<file path="src/rtl/amx_pipe_scheduler.sv">
// Round-robin front end for one shared, fixed-latency add-multiply-xor pipeline.
// Grants at most one requester per cycle, steers its operands onto dp_*, and
// carries the requester ID alongside the pipeline so each result is returned
// with its owner exactly LATENCY cycles after issue.
module amx_pipe_scheduler #(
  parameter  int WIDTH   = 16,
  parameter  int NUM_REQ = 4,
  parameter  int LATENCY = 3,
  localparam int ID_W    = $clog2(NUM_REQ),
  localparam int CNT_W   = $clog2(LATENCY + 1)
) (
  input  logic                     clk,
  input  logic                     rst_n,
  input  logic                     en,
  input  logic [NUM_REQ-1:0]       req_valid,
  output logic [NUM_REQ-1:0]       req_ready,
  input  logic [NUM_REQ*WIDTH-1:0] req_a,
  input  logic [NUM_REQ*WIDTH-1:0] req_b,
  input  logic [NUM_REQ*WIDTH-1:0] req_c,
  input  logic [NUM_REQ*WIDTH-1:0] req_d,
  output logic [WIDTH-1:0]         dp_a,
  output logic [WIDTH-1:0]         dp_b,
  output logic [WIDTH-1:0]         dp_c,
  output logic [WIDTH-1:0]         dp_d,
  input  logic [WIDTH-1:0]         dp_out,
  output logic                     rsp_valid,
  output logic [ID_W-1:0]          rsp_id,
  output logic [WIDTH-1:0]         rsp_data,
  output logic                     busy,
  output logic [CNT_W-1:0]         inflight
);

  logic [ID_W-1:0]    ptr;
  logic               grant_valid;
  logic [ID_W-1:0]    grant_id;
  logic [ID_W-1:0]    cand;
  logic [LATENCY-1:0] tag_v;
  logic [ID_W-1:0]    tag_id [LATENCY];

  // Round-robin search: first valid requester at or after ptr, modulo NUM_REQ.
  always_comb begin
    // NOTE: every output of a combinational block gets a default first so no path leaves it unassigned (no latch).
    grant_valid = 1'b0;
    grant_id    = '0;
    cand        = '0;
    if (en && rst_n) begin
      // Walk from farthest to nearest so the nearest valid candidate wins last.
      for (int k = NUM_REQ - 1; k >= 0; k--) begin
        cand = ID_W'((int'(ptr) + k) % NUM_REQ);
        if (req_valid[cand]) begin
          grant_valid = 1'b1;
          grant_id    = cand;
        end
      end
    end
  end

  // One-hot grant and operand steering; idle operands are forced to zero.
  always_comb begin
    req_ready = '0;
    dp_a      = '0;
    dp_b      = '0;
    dp_c      = '0;
    dp_d      = '0;
    for (int i = 0; i < NUM_REQ; i++) begin
      if (grant_valid && grant_id == ID_W'(i)) begin
        req_ready[i] = 1'b1;
        dp_a         = req_a[i*WIDTH +: WIDTH];
        dp_b         = req_b[i*WIDTH +: WIDTH];
        dp_c         = req_c[i*WIDTH +: WIDTH];
        dp_d         = req_d[i*WIDTH +: WIDTH];
      end
    end
  end

  // Pointer advances past the granted requester; holds when nothing issues.
  always_ff @(posedge clk) begin
    // NOTE: sequential state uses non-blocking assignments so every register samples pre-edge values.
    if (!rst_n) begin
      ptr <= '0;
    end else if (grant_valid) begin
      ptr <= (grant_id == ID_W'(NUM_REQ - 1)) ? '0 : grant_id + 1'b1;
    end
  end

  // Tag shift register tracking {valid, id} of each operation in the pipeline.
  always_ff @(posedge clk) begin
    if (!rst_n) begin
      tag_v <= '0;
      // NOTE: the ID stages are reset as well (only LATENCY small entries) so rsp_id reads 0 after reset.
      for (int k = 0; k < LATENCY; k++) tag_id[k] <= '0;
    end else begin
      tag_v[0]  <= grant_valid;
      tag_id[0] <= grant_id;
      for (int k = 1; k < LATENCY; k++) begin
        tag_v[k]  <= tag_v[k-1];
        tag_id[k] <= tag_id[k-1];
      end
    end
  end

  // Occupancy is the population count of the tag valids.
  always_comb begin
    inflight = '0;
    for (int k = 0; k < LATENCY; k++) inflight = inflight + CNT_W'(tag_v[k]);
  end

  assign busy      = (inflight != '0);
  assign rsp_valid = tag_v[LATENCY-1];
  assign rsp_id    = tag_id[LATENCY-1];
  assign rsp_data  = dp_out;

endmodule
</file>
<file path="config.mk">
export PLATFORM = sky130hd
export DESIGN_NAME = amx_pipe_scheduler
export DESIGN_NICKNAME = d
export VERILOG_FILES = /design/src/rtl/amx_pipe_scheduler.sv
export SDC_FILE = /design/constraint.sdc
export NUM_CORES = 1
export LEC_CHECK = 0
export ABC_AREA = 0
export CAP_MARGIN = 20
export CORE_AREA = 2 2 145 147
export CTS_CLUSTER_SIZE = 10
export DETAILED_ROUTE_END_ITERATION = 8
export DIE_AREA = 0 0 147 149
export DONT_BUFFER_PORTS = 1
export GPL_TIMING_DRIVEN = 0
export PLACE_DENSITY_LB_ADDON = 0.2
export REMOVE_ABC_BUFFERS = 1
export SYNTH_ARGS = -nofsm -noshare
export SYNTH_HDL_FRONTEND = slang
export SYNTH_SLANG_ARGS = --single-unit
</file>
<file path="constraint.sdc">
create_clock -name clk -period 4.73 [get_ports clk]
set_input_delay 0.946 -clock clk [delete_from_list [all_inputs] [get_ports clk]]
set_output_delay 0.946 -clock clk [all_outputs]
set_load 0.05 [all_outputs]
</file>
==> results.txt <==
DIE HEIGHT -> 149 microns
worst-path fanout max -> 66
Max Fclk -> 0.2193 GHz
Rel. slew slack -> 0.1077
combinational family with the most area after synthesis -> compound AO/OA/AOI/OAI gates
CP Capture Type -> output port
Final Hold Viols -> 0
post-synthesis sequential area ratio -> 0.07057
Critical Path RT -> 3780 ps
Crit Path Class -> in -> out
crit path time final -> 4560 ps
r2r worst-path depth -> 7
CP Capture Point -> dp_d[4]
Arr. time, crit path -> 3610 ps
worst reg2reg setup slack -> 2520 ps
reg2reg start -> ptr[0]$_SDFFE_PN0P_
Leak -> 0.001447 uW
largest net degree at the start of global routing -> 69
total track usage -> 0.1143
half-perimeter wire length after placement -> 10.36 mm
XOR/XNOR share of the synthesized area -> 0
Max Cap Viol -> 0
# port buffers -> 0
number of distinct library cells after synthesis -> 34
post-synthesis compound-gate area fraction -> 0.4916
CTS tree -> done
unrepaired setup endpoints after global routing -> yes
Final #Nets -> 801
H-tree depth -> 1
WL per Instance -> 19.06 microns
Final setup viols -> 0
Crit. Startpoint -> req_valid[1]
Final GP Congestion -> 0.7874
DRC Markers -> 0
register bit total from synthesis -> 11
Tcrit/Tclk final -> 0.9640
Clock Skew -> 0.3920 ps
Pins Over Slew Limit -> 0
area growth from synthesis to layout -> 18.93%
vias in the first global route -> 3589
worst hold path type -> reg -> reg
initial antenna violation count -> 1
clock latency on the worst-skew pair -> 230 ps
Syn Inst Count -> 575
Std-Cell Rows -> 53
Root Driver -> clkbuf_16
die width -> 147 microns
post-route insts no fill -> 792
share of cells above drive strength 1 -> 0.1764
Remaining Overflow, GRT -> 0
Mapped Area -> 3120 sq um
Post-synth EDFFs -> 0
PwrDens -> 213.2 nW/um^2
Routed WL -> 15.09 mm
Final Cell Area -> 3711 sq um
Worst Max-Slew Pin Slew -> 1338 ps
Area after DPL -> 3261 sq um
via count -> 3976
First-pass DRT Iterations -> 5
Yosys warning count -> 0
CTS max path bufs -> 2
Critical Path Source Type -> input port
die area -> 21900 sq um
core area -> 20560 sq um
detailed router's first-iteration violation count -> 304
Initial Utilization -> 0.1518
syn_area_per_cell -> 5.427 sq um
status -> completed
first-pass GRT wire length -> 19.95 mm
Placed Cells -> 780
maximum vdd ir drop -> 102.2 uV
post-synthesis simple-gate area fraction -> 0.2185
I/O Pins -> 369
Antenna Nets Post-Route -> 0
ys flop type -> dfxtp_1
Reg clk slew, reported paths -> 40 ps
Num CTS Buffers -> 3
Vias per Instance -> 5.020
RR Endpoint -> ptr[1]$_SDFFE_PN0P_
CTS Sinks -> 11
ys async rst share -> 0
setup_tns -> 0 ps
mux cell area share after synthesis -> 0
post-synthesis adder-cell area fraction -> 0.02245
-- worst min path at each step --
stage | from | depth (start not counted) | to
5_1_grt | tag_id[0][2]$_SDFF_PN0_ | 1 | tag_id[0][4]$_SDFF_PN0_
6_report | tag_id[0][3]$_SDFF_PN0_ | 1 | tag_id[0][5]$_SDFF_PN0_
4_1_cts | tag_id[0][0]$_SDFF_PN0_ | 1 | tag_id[0][2]$_SDFF_PN0_
3_3_place_gp | tag_id[0][3]$_SDFF_PN0_ | 1 | tag_id[0][5]$_SDFF_PN0_
2_1_floorplan | tag_id[0][0]$_SDFF_PN0_ | 1 | tag_id[0][2]$_SDFF_PN0_
3_5_place_dp | tag_id[0][0]$_SDFF_PN0_ | 1 | tag_id[0][2]$_SDFF_PN0_
-- cell type report --
class                      instances  area [sq um]
antenna                            1         2.502
timing repair buffer              12         235.2
sequential                        11         220.2
clock buffer                       4         78.83
fill                            2400         16850
inverter                          66         247.7
tap                              275         344.1
multi-input combinational        423          2582
-- what timing repair did --
action	CTS	global route
pin swaps	3	1
hold endpoints to repair	0	0
resized for setup	56	24
buffers inserted	4	3
endpoints found under the setup margin	64	61
hold buffers	0	0
-- synth_stat cells, drive strengths merged (2+ instances only) --
cell | number | area share
a211o | 4 | 0.011
and2 | 10 | 0.020
dfxtp | 11 | 0.071
nor3b | 2 | 0.0048
a31o | 2 | 0.0056
ha | 4 | 0.016
nor2 | 63 | 0.076
clkbuf | 42 | 0.051
nand2 | 67 | 0.081
inv | 66 | 0.079
a21oi | 127 | 0.20
nor3 | 3 | 0.0048
o21ai | 62 | 0.099
nor4 | 2 | 0.0088
buf | 33 | 0.067
a22oi | 60 | 0.14
a221oi | 4 | 0.011
or2 | 2 | 0.0040
-- metal layers --
layer,global-route usage,vias to the layer above,routed length [microns]
li1,-,1837,-
met1,0.1474,1859,6129
met2,0.1969,268,7463
met3,0.01957,12,1255
met4,0.03221,0,244
met5,0,-,0
-- cells in the final DEF, fill, tap and decap left out, drive strengths merged, types with 2 or more instances in the layout --
cell and n:
a31o 2, a21oi 127, nand2 67, dfxtp 11, a211o 4, a221oi 4, nor3b 2, o21ai 62
nor3 3, nor2 63, nor4 2, buf 12, clkbuf 4, or2 2, ha 4, a22oi 60
and2 10, inv 66
-- metrics by stage --
step / power, uW / utilization / worst slack, ps / hold slack (ps)
3_3_place_gp: 574.5 / 0.1507 / -3387 / 416.5
6_report: 791.1 / 0.1805 / 170.3 / 429.9
3_5_place_dp: 575.8 / 0.1586 / -686.4 / 418.8
5_1_grt: 847.4 / 0.1804 / -10.46 / 437.6
2_1_floorplan: 486.6 / - / -1581 / 411.8
4_1_cts: 775.8 / 0.1747 / 0.3957 / 430.9
-- worst max-delay path, cell delays in order --
cell and delay, ps:
nor4bb_2 360, nor4_4 120, a2111oi_4 410, a31o_1 260, ha_4 360, buf_16 270
a21oi_1 100, o21ai_0 110, a22oi_1 160, nor2_2 470
-- logic make-up (layout without fill, tap and decap cells) --
kind of cell / Yosys count / after routing
buffers and inverters: 141 / 82
other: 0 / 1
AO/OA/AOI/OAI: 263 / 263
flip-flops: 11 / 11
AND/OR/NAND/NOR: 155 / 155
adder cells (fa/ha/maj): 5 / 5
-- report_power, final --
group / total (uW) / internal, uW / leakage, uW / switching (uW)
sequential: 106 / 98.0 / 0.0000899 / 8.07
combinational: 535 / 150 / 0.00132 / 385
clock: 150 / 113 / 0.0000382 / 37.2
-- registers in the layout, indices dropped and copies added (netlist names) --
name / flops
tag_v: 3
ptr: 2
tag_id: 6
No activity file was read; power rests on OpenSTA's default activity.
